--- config.mk ---
export PLATFORM = sky130hd
export DESIGN_NAME = lelbc_block_packer
export DESIGN_NICKNAME = d
export VERILOG_FILES = /design/src/rtl/lelbc_block_packer.sv
export SDC_FILE = /design/constraint.sdc
export NUM_CORES = 1
export LEC_CHECK = 0
export ABC_CLOCK_PERIOD_IN_PS = 3100
export CELL_PAD_IN_SITES_DETAIL_PLACEMENT = 2
export CELL_PAD_IN_SITES_GLOBAL_PLACEMENT = 2
export CORE_MARGIN = 3
export CORE_UTILIZATION = 35
export CTS_BUF_LIST = sky130_fd_sc_hd__clkbuf_4
export DETAILED_ROUTE_END_ITERATION = 12
export HOLD_SLACK_MARGIN = 0.15
export PLACE_DENSITY_LB_ADDON = 0.1
export SYNTH_ARGS = -nofsm -noshare
export SYNTH_HDL_FRONTEND = slang
export SYNTH_SLANG_ARGS = --single-unit
--- constraint.sdc ---
create_clock -name clk -period 3.1 [get_ports clk]
set_clock_uncertainty 0.15 [all_clocks]
set_input_delay 0.465 -clock clk [delete_from_list [all_inputs] [get_ports clk]]
set_output_delay 0.465 -clock clk [all_outputs]
set_load 0.005 [all_outputs]
--- src/rtl/lelbc_block_packer.sv ---
// Byte-to-block framer for the LELBC encrypt datapath.
// Packs bytes MSB-first into 64-bit blocks and appends 0x80/0x00 padding.
module lelbc_block_packer #(
    parameter logic [7:0] PAD_BYTE  = 8'h80,
    parameter logic [7:0] FILL_BYTE = 8'h00
) (
    input  logic        clk,
    input  logic        rst_n,
    input  logic [7:0]  s_data,
    input  logic        s_valid,
    input  logic        s_last,
    output logic        s_ready,
    output logic [0:63] m_block,
    output logic        m_valid,
    output logic        m_last,
    input  logic        m_ready,
    output logic        busy
);

    typedef enum logic {FILL, PAD} state_e;

    state_e      state_q, state_d;
    logic [2:0]  cnt_q, cnt_d;
    logic [0:63] acc_q, acc_d;
    logic [0:63] ob_q, ob_d;
    logic        ov_q, ov_d;
    logic        ol_q, ol_d;
    logic [0:63] blk;
    logic        ob_free;
    logic        s_fire;
    logic        stay;

    assign ob_free = !ov_q || m_ready;
    assign stay    = (cnt_q != 3'd7) && !s_last;

    always_comb begin
        state_d = state_q;
        cnt_d   = cnt_q;
        acc_d   = acc_q;
        ob_d    = ob_q;
        ov_d    = ov_q;
        ol_d    = ol_q;
        s_ready = 1'b0;
        s_fire  = 1'b0;
        blk     = acc_q;
        blk[{cnt_q, 3'b000} +: 8] = s_data;
        if (ov_q && m_ready) begin
            ov_d = 1'b0;
        end
        unique case (state_q)
            FILL: begin
                // Block-closing bytes wait until the output slot can take them
                s_ready = rst_n && (stay || ob_free);
                s_fire  = s_valid && s_ready;
                if (s_fire) begin
                    if (stay) begin
                        acc_d = blk;
                        cnt_d = cnt_q + 3'd1;
                    end else begin
                        if (s_last && cnt_q != 3'd7) begin
                            for (int i = 1; i < 8; i++) begin
                                if (3'(i) > cnt_q) begin
                                    blk[{3'(i), 3'b000} +: 8] =
                                        (3'(i) == cnt_q + 3'd1) ?
                                        PAD_BYTE : FILL_BYTE;
                                end
                            end
                        end
                        ob_d  = blk;
                        ov_d  = 1'b1;
                        ol_d  = s_last && (cnt_q != 3'd7);
                        cnt_d = 3'd0;
                        acc_d = '0;
                        if (s_last && cnt_q == 3'd7) begin
                            state_d = PAD;
                        end
                    end
                end
            end
            PAD: begin
                if (ob_free) begin
                    ob_d    = {PAD_BYTE, {7{FILL_BYTE}}};
                    ov_d    = 1'b1;
                    ol_d    = 1'b1;
                    state_d = FILL;
                end
            end
            default: state_d = FILL;
        endcase
    end

    always_ff @(posedge clk or negedge rst_n) begin
        if (!rst_n) begin
            state_q <= FILL;
            cnt_q   <= 3'd0;
            acc_q   <= '0;
            ob_q    <= '0;
            ov_q    <= 1'b0;
            ol_q    <= 1'b0;
        end else begin
            state_q <= state_d;
            cnt_q   <= cnt_d;
            acc_q   <= acc_d;
            ob_q    <= ob_d;
            ov_q    <= ov_d;
            ol_q    <= ol_d;
        end
    end

    assign m_block = ob_q;
    assign m_valid = ov_q;
    assign m_last  = ol_q;
    assign busy    = (cnt_q != 3'd0) || (state_q == PAD);

endmodule

Word-level counts from Yosys, hierarchy flattened
Cells that the tools add are included.
{ "totals": {"register_bits": 134, "output_inout_bits": 68, "wordCells": 82} }
{ "classes": {"n_addsub": 2, "magnitude_cmp": 7, "eq_ne": 12, "n_shift": 2, "n_mux": 37, "bitwise_logic": 2, "n_reduce_logical": 14} }
{ "ops": {"columns": ["op", "count"], "rows": [
  ["64-bit two-way mux", 4],
  ["64-bit case mux with 2 select lines", 1],
  ["8-bit two-way mux", 14],
  ["65-bit by 8-bit variable shift with 64-bit output (first input constant)", 1],
  ["65-bit by 8-bit variable part select with 64-bit output", 1],
  ["64-bit bitwise mux", 1],
  ["56-bit two-way mux", 1],
  ["3-bit equality test (first input constant)", 4],
  ["3-bit greater-than comparator (first input constant)", 4],
  ["1-bit two-way mux", 12],
  ["7-bit negator with 8-bit output", 1],
  ["6-bit NOT with 7-bit output", 1],
  ["2-bit by 3-bit equality test with 1-bit output (first input constant)", 2],
  ["2-bit by 3-bit greater-than comparator with 1-bit output (first input constant)", 2],
  ["1-bit logical AND", 6],
  ["1-bit case mux with 2 select lines", 3],
  ["2-bit inequality test (second input constant)", 2],
  ["3-bit by 1-bit adder with 3-bit output (second input constant)", 1],
  ["1-bit by 3-bit equality test with 1-bit output (first input constant)", 1],
  ["3-bit equality test (second input constant)", 1],
  ["1-bit by 3-bit greater-than comparator with 1-bit output (first input constant)", 1],
  ["1-bit logical OR", 3],
  ["3-bit two-way mux", 1],
  ["3-bit inequality test (second input constant)", 1],
  ["other kinds (6)", 7]
]} }

Logic depth before layout (Yosys ltp)
Gate-level depths: netlist of the first run.
{ "logic_depth": {"ltp_word": 9, "ltp_mapped": 9, "mapped_depth_nobuf": 6} }

Worst setup path after synthesis of the first run
OpenSTA, ideal clock, no wires.
{ "synth_path": {"path_kind": "reg2reg", "from": "register cnt_q[1]", "to": "register ob_q, in the netlist m_block[16]", "t_arrival_ps": 2199, "required_time_ps": 2867, "slack_ps": 668, "stages_incl_launch_ff": 8, "n_path_buf": 1, "synth_period_minus_slack_ps": 2432, "cell_sequence": "dfrtp_1 -> ha_1 -> ha_1 -> clkbuf_2 -> or2b_1 -> or3_4 -> or4_4 -> o211ai_2"} }
{ "synth_via": {"elab_chain_cells": 9, "elab_cells_between_ends": 23, "cone_classes": "add/sub (2); order compare (1); eq/ne (4); shift (2); mux (7); bitwise (1); reduce/logical (6)"} }
{ "synth_rtl": {"columns": ["item", "line_no", "rtl"], "rows": [
  ["from (decl)", "23", "logic [2:0] cnt_q, cnt_d;"],
  ["from (signal assigned)", "102", "cnt_q <= cnt_d;"],
  ["6-bit NOT with 7-bit output (implied by the code)", "46", "blk[{cnt_q, 3'b000} +: 8] = s_data;"],
  ["7-bit negator with 8-bit output", "46", null],
  ["65-bit by 8-bit variable part select with 64-bit output / 65-bit by 8-bit variable shift with 64-bit output (equally long branches)", "46", null],
  ["64-bit bitwise mux", "46", null],
  ["8-bit two-way mux", "62", "if (3'(i) > cnt_q) begin"],
  ["56-bit two-way mux", "60", "if (s_last && cnt_q != 3'd7) begin"],
  ["64-bit two-way mux", "56", "if (stay) begin"],
  ["64-bit two-way mux", "55", "if (s_fire) begin"],
  ["64-bit case mux with 2 select lines", "50", "unique case (state_q)"],
  ["to (signal assigned)", "97", "ob_q <= '0;"],
  ["to (signal assigned)", "104", "ob_q <= ob_d;"],
  ["to (decl)", "25", "logic [0:63] ob_q, ob_d;"]
]} }
Several ways; a longest one is shown, not always the timed one. The select of a mux whose other input is x is not followed.
A chain may end at the register's enable or synchronous reset.

Final worst setup path of the first run
{ "layout_path": {"from": "register cnt_q[0]", "to": "output port busy"} }
{ "layout_via": {"elab_chain_cells": 2} }
{ "layout_rtl": {"columns": ["item", "line_no", "rtl"], "rows": [
  ["3-bit nonzero test", "113", "assign busy = (cnt_q != 3'd0) || (state_q == PAD);"],
  ["1-bit logical OR", "113", null],
  ["to (decl)", "17", "output logic busy"]
]} }
No other way between the ends.

==> results of run 1 <==
## cell families (layout without fill, tap and decap cells)
logic type                 Yosys count  count (layout)  share of synthesized area (%)
DFF                                134             134                           56.9
and+or+nand+nor                    231             231                           18.7
AOI/OAI and AO/OA                  206             206                           20.1
adders and majority gates            6               6                           1.27
buffers and inverters               47             143                           3.08
## worst max-delay path: cells and delay by family, from the launching register on
kind	cells	cell delay (ns)
flip-flops	1	0.43
adder cells (fa/ha/maj)	1	0.25
buffers and inverters	4	0.76
AND/OR/NAND/NOR	2	0.32
## flip-flops by register name (all words and copies together), names as in the netlist
name and count:
acc_q 64, cnt_q 3, m_block 64, m_last 1, m_valid 1, state_q 1
## through the flow
| stage | power [uW] | cell area [sq um] | util [%] |
|---|---|---|---|
| after floorplan | 2270 | 5900 | - |
| after global placement | 2640 | 7010 | 43.3 |
| after detailed placement | 2680 | 7010 | 43.3 |
| after CTS | 4040 | 7360 | 45.5 |
| after global routing | 4200 | 7360 | 45.5 |
| final | 4000 | 7360 | 45.5 |
## cell usage after synthesis, types with 2 or more instances
master,n
buf_2,2
clkbuf_2,2
o31ai_1,19
and3_1,45
a31oi_1,2
a32oi_1,2
nor2b_1,12
a21o_1,5
ha_1,6
buf_1,2
o211ai_2,2
nor2_1,9
dfrtp_1,134
and2_1,12
a21oi_1,50
inv_1,7
clkbuf_1,33
nand2b_1,6
nand2_1,130
nand3_1,5
nor3_1,3
a21boi_0,2
a22oi_1,13
o21ai_0,101
## path summary, 6_finish.rpt
| path | start | end | slack (ns) | cells after the start |
|---|---|---|---|---|
| min in group asynchronous | rst_n | m_block[61] | 0.42 | 3 |
| min reg2reg | m_block[33] | m_block[33] | 0.34 | 2 |
| max | cnt_q[0] | busy | 0.17 | 7 |
| max reg2reg | cnt_q[0] | m_block[16] | 0.59 | 7 |
| max in group asynchronous | rst_n | m_block[35] | 1.16 | 4 |
| min | m_block[33] | m_block[33] | 0.34 | 2 |
## per-layer routing
| metal | vias up | global-route usage (%) |
|---|---|---|
| met4 | 0 | 5.26 |
| met5 | - | 0 |
| li1 | 2347 | - |
| met2 | 96 | 41.0 |
| met1 | 2709 | 29.8 |
| met3 | 21 | 4.63 |
## repair_timing
item                                    CTS  global route
pin swaps                                 0             1
gates resized for setup                   4             1
setup buffers                             2             0
hold buffers                              1             0
endpoints found under the setup margin    1             1
endpoints found under the hold margin    65             0
## power by group
| group | internal, uW | switching [uW] | leakage, uW | total [uW] |
|---|---|---|---|---|
| Clock | 654 | 682 | 0.000160 | 1340 |
| Combinational | 286 | 457 | 0.00130 | 743 |
| Sequential | 1850 | 65.6 | 0.00185 | 1920 |
| Total | 2790 | 1200 | 0.00330 | 4000 |
## layout make-up
type                    count  area (sq um)
multi-input cells         443          2370
repair buffers            103          1020
inverters                   8          30.0
fillers                  1746          8810
clock inverters            13           180
well taps                 216           270
flip-flops and latches    134          3360
clock buffers              19           143
==> impl_metrics.ini, run 1 <==
[outcome]
status = finished, final reports clean

[synthesis]
synthCells = 624
synth_fp_nets = 643
synth_edf_count = 0
syn_area_sq_um = 5900
ys.flop_type = dfrtp_1
synth-async-reset-ratio_pct = 100
ys_ff_latch = 134
yosysSeqAreaShare_pct = 56.9
synth_area_per_cell_sq_um = 9.45
yosysUniqueCellTypes = 44
synth_area_leaders = dfrtp_1, o21ai_0, nand2_1
yosysTopAreaCell = dfrtp_1
yosysWarnings = 0
yosysTopAreaCellShare_pct = 56.9

[flow_run]
drv_cap = 0

[timing]
drv_slew = 0
fmax_ghz = 0.342
fin_crit_sh_pct = 94.4
worstMarginPinSlew_ns = 0.921
setup_violations = 0
fin_crit_ns = 2.93
hold_ws_ns = 0.342
fin_setup_tns_ns = 0
rsz0062_at_grt = no
worst_slack_ns = 0.172
slew-limit-headroom_pct = 38.6
final-hold-violation-count = 0

[pwr]
ir_drop_mv = 0.332
p_per_area_nw_per_um2 = 543
p_leak_uw = 0.00330

[die]
core_area_sq_um = 16200
initial_core_util_pct = 36.5
io_pins = 81
rows = 46
die-height_um = 136
die_area_sq_um = 18400
chipWidth_um = 136

[finish]
final_nets = 726
final_common_cell = dfrtp_1
syn2layout_area_growth_pct = 24.9
n_antenna_cell = 0
final_cell_mix = dfrtp_1, nand2_1, o21ai_0
fin_cells = 936
drive_above_1_share_pct = 8.61

[place]
gp_congestion = 0.770
io_buffers = 80
placed_cells = 901
hpwlAfterDp_um = 13700
pre_cts_ws_ns = 0.252

[routing]
top_layer_used = met4
dr.first_iter.drc_count = 313
wl_met1_um = 9170
routed-wl-met3_um = 668
avgRoutedWirePerCell_um = 21.9
totalWireLength_um = 20500
via_count = 5173
routed_via_density = 5.53
met2_length_um = 10400
drcViolationCount = 0
first_pass_iters = 4
drt.antenna.violating_nets = 0

[clocking]
cts.sinks = 134
path_clk_slew_ns = 0.12
clkLatencyLatePin_ns = 0.54
cts_made_buffers = 17
cts_root_buf = clkbuf_4
cts_buffer_depth = 2
htreeDepth = 4
cts_tree = built

[critical_path]
cp_common_cell = inv_1
critPathKind = flop to primary output
critPathArrivalTime_ns = 2.31
critical_path.cell_chain = buf_4 > inv_1 > ha_1 > nand2b_1 > nor2_1 > inv_1 > clkdlybuf4s50_1
max_stage_delay_ns = 0.44
cp.required_ns = 2.48
crit_fanout = 11
end_kind = primary output
critPathLaunchType = flop
cp_slowest_cell = clkdlybuf4s50_1

[global_routing]
grt_overflow_total = 0
antenna_found_initial = 1
grt.total_usage_pct = 23.3
grt_pass1_vias = 5857
grt_max_degree = 71
grt_pass1_wl_um = 33100

[hold_path]
hold_path.class = flop to flop
No activity file was read; power rests on OpenSTA's default activity.
==> run 2: changes to the inputs <==
--- a/config.mk
+++ b/config.mk
@@ -14,6 +14,8 @@
 export DETAILED_ROUTE_END_ITERATION = 12
 export HOLD_SLACK_MARGIN = 0.15
 export PLACE_DENSITY_LB_ADDON = 0.1
+export SKIP_LAST_GASP = 1
+export SLEW_MARGIN = 25
 export SYNTH_ARGS = -nofsm -noshare
 export SYNTH_HDL_FRONTEND = slang
 export SYNTH_SLANG_ARGS = --single-unit
==> results of run 2 <==
Final layout, timing and power as in run 1 (identical DEF).
==> run 3: changes to the inputs <==
--- a/config.mk
+++ b/config.mk
@@ -5,11 +5,12 @@
 export SDC_FILE = /design/constraint.sdc
 export NUM_CORES = 1
 export LEC_CHECK = 0
+export ABC_AREA = 1
 export ABC_CLOCK_PERIOD_IN_PS = 3100
 export CELL_PAD_IN_SITES_DETAIL_PLACEMENT = 2
 export CELL_PAD_IN_SITES_GLOBAL_PLACEMENT = 2
 export CORE_MARGIN = 3
-export CORE_UTILIZATION = 35
+export CORE_UTILIZATION = 33
 export CTS_BUF_LIST = sky130_fd_sc_hd__clkbuf_4
 export DETAILED_ROUTE_END_ITERATION = 12
 export HOLD_SLACK_MARGIN = 0.15
==> impl_metrics.ini, run 3 <==
[outcome]
status = finished, final reports clean

[critical_path]
critPathArrivalTime_ns = 2.36
end_kind = primary output
critPathKind = flop to primary output
cp_slowest_cell = clkdlybuf4s50_1
rrSetupSlack_ns = 0.64
r2r_cells = 9
crit_buf_inv = 1
crit_fanout = 8
r2r-start = cnt_q[1]
cp_num_cells = 6
critical_path.cell_chain = ha_1 > ha_2 > nor2_4 > o21ai_2 > nor2_2 > clkdlybuf4s50_1
cp.required_ns = 2.48
critPathLaunchType = flop
path_delay_family = buffers and inverters
max_stage_delay_ns = 0.51
r2r-end = m_block[0]

[synthesis]
synth_area_leaders = dfrtp_1, nand2_1, o21ai_0
synthCells = 905
yosysTopAreaCellShare_pct = 50.6
yosysSeqAreaShare_pct = 50.6
synth.most_common_cell = nand2_1
synth_edf_count = 0
yosysTopAreaCell = dfrtp_1
syn_area_sq_um = 6630
synth-async-reset-ratio_pct = 100
synth_fp_nets = 924
yosysUniqueCellTypes = 25
ys.flop_type = dfrtp_1
synth_area_per_cell_sq_um = 7.33
ys_ff_latch = 134
yosysWarnings = 0
synthTopCellsByCount = nand2_1, dfrtp_1, nor2_1

[finish]
drive_above_1_share_pct = 6.48
syn2layout_area_growth_pct = 20.8
final_cell_mix = nand2_1, dfrtp_1, nor2_1
final_nets = 994
final_common_cell = nand2_1

[hold_path]
hold_path.class = flop to flop
whs_endpoint = m_block[7]
hold_depth = 2
hold_start = m_block[7]

[timing]
setup_violations = 0
fin_setup_tns_ns = 0
drv_slew = 0
fmax_ghz = 0.336
final-hold-violation-count = 0
fin_crit_sh_pct = 95.9
slew-limit-headroom_pct = 48.8
worstMarginPinSlew_ns = 0.768
fin_crit_ns = 2.97

[clocking]
path_clk_slew_ns = 0.13
cts_tree = built
cts_root_buf = clkbuf_4
cts_made_buffers = 17
htreeDepth = 4
cts_buffer_depth = 2
clkLatencyLatePin_ns = 0.55
cts.sinks = 134

[routing]
routed_via_density = 4.93
avgRoutedWirePerCell_um = 18.3
first_pass_iters = 4
via_count = 6175
totalWireLength_um = 23000
drcViolationCount = 0
dr.first_iter.drc_count = 242
drt.antenna.violating_nets = 0

[pwr]
p_seq_share_pct = 45.0
swShare_pct = 33.6
cellInternalPower_uw = 3010
combPwrFrac_pct = 24.1
power_frac_clock_pct = 30.8
power_switching_uw = 1530
p_per_area_nw_per_um2 = 566
total_power_uw = 4540
ir_drop_mv = 0.196
p_leak_uw = 0.00397

[global_routing]
grt_pass1_vias = 6893
grt.total_usage_pct = 21.7
grt_pass1_wl_um = 37600
grt_overflow_total = 0
grt_max_degree = 134
antenna_found_initial = 1

[place]
io_buffers = 80
hpwlAfterDp_um = 15800
gp_congestion = 0.832

[flow_run]
drv_cap = 0

[die]
io_pins = 81
chipWidth_um = 148
core_area_sq_um = 19600
die-height_um = 148
die_area_sq_um = 21800
rows = 51
initial_core_util_pct = 33.9
run 3: area by class of cell:
cell class | instances | area, sq um
flip-flops and latches | 134 | 3360
diodes | 1 | 2.50
multi-input cells | 670 | 2830
fillers | 2320 | 11600
well taps | 265 | 332
inverters | 59 | 221
clock buffers | 17 | 128
clock inverters | 14 | 200
repair buffers | 93 | 942
run 3: worst max path at each step:
stage                        start  slack [ns]     endpoint
final                     cnt_q[0]        0.13      s_ready
after global routing      cnt_q[1]      -0.001         busy
after CTS                 cnt_q[1]      0.0009      s_ready
after detailed placement  cnt_q[1]        0.44  m_block[43]
after global placement    cnt_q[0]        0.57      s_ready
after floorplan           cnt_q[0]        0.96  m_block[17]
run 3: routing by layer:
layer	track usage [%]	vias to the layer above	wire length [um]
met5	0	-	0
met3	4.02	20	753
met2	36.2	108	10900
met1	29.6	3105	11100
met4	4.57	0	266
li1	-	2942	-
run 3: worst register-to-register path, delay by kind of cell (launching register included):
kind | cells | cell delay [ns]
AO/OA/AOI/OAI | 2 | 0.67
adder cells (fa/ha/maj) | 1 | 0.21
buffers and inverters | 4 | 0.64
flip-flops | 1 | 0.44
AND/OR/NAND/NOR | 2 | 0.30
run 3: power by group through the flow:
| stage | logic, uW | registers, uW | clock network (uW) |
|---|---|---|---|
| floorplan | 532 | 2070 | 0 |
| finish | 1100 | 2040 | 1400 |
| CTS | 1100 | 2050 | 1440 |
| detailed placement | 1080 | 2090 | 0 |
| global placement | 1030 | 2070 | 0 |
| global route | 1230 | 2070 | 1520 |
run 3: per-stage QoR:
stage | cells | instance area (sq um) | hold slack, ns | setup WS, ns | util, %
floorplan | 905 | 6630 | 0.0194 | 0.964 | -
global placement | 1216 | 7630 | 0.111 | 0.567 | 39.0
detailed placement | 1216 | 7630 | 0.113 | 0.443 | 39.0
CTS | 1250 | 7990 | 0.351 | 0.000890 | 40.8
global route | 1253 | 8010 | 0.372 | -0.00124 | 40.9
finish | 1253 | 8010 | 0.345 | 0.127 | 40.9
run 3: cells by family (layout without fill, tap and decap cells):
logic type / Yosys count / in the layout / synth area share [%]
adders and majority gates: 6 / 6 / 1.13
and+or+nand+nor: 540 / 540 / 31.6
buffers and inverters: 101 / 183 / 6.91
AOI/OAI and AO/OA: 124 / 124 / 9.83
DFF: 134 / 134 / 50.6
other: 0 / 1 / 0
run 3: what timing repair did:
action / 4_1_cts / 5_1_grt
hold endpoints to repair: 134 / 0
endpoints found under the setup margin: 1 / 1
hold buffers: 2 / 0
buffers inserted: 1 / 2
gates resized for setup: 3 / 2
pin swaps: 0 / 0
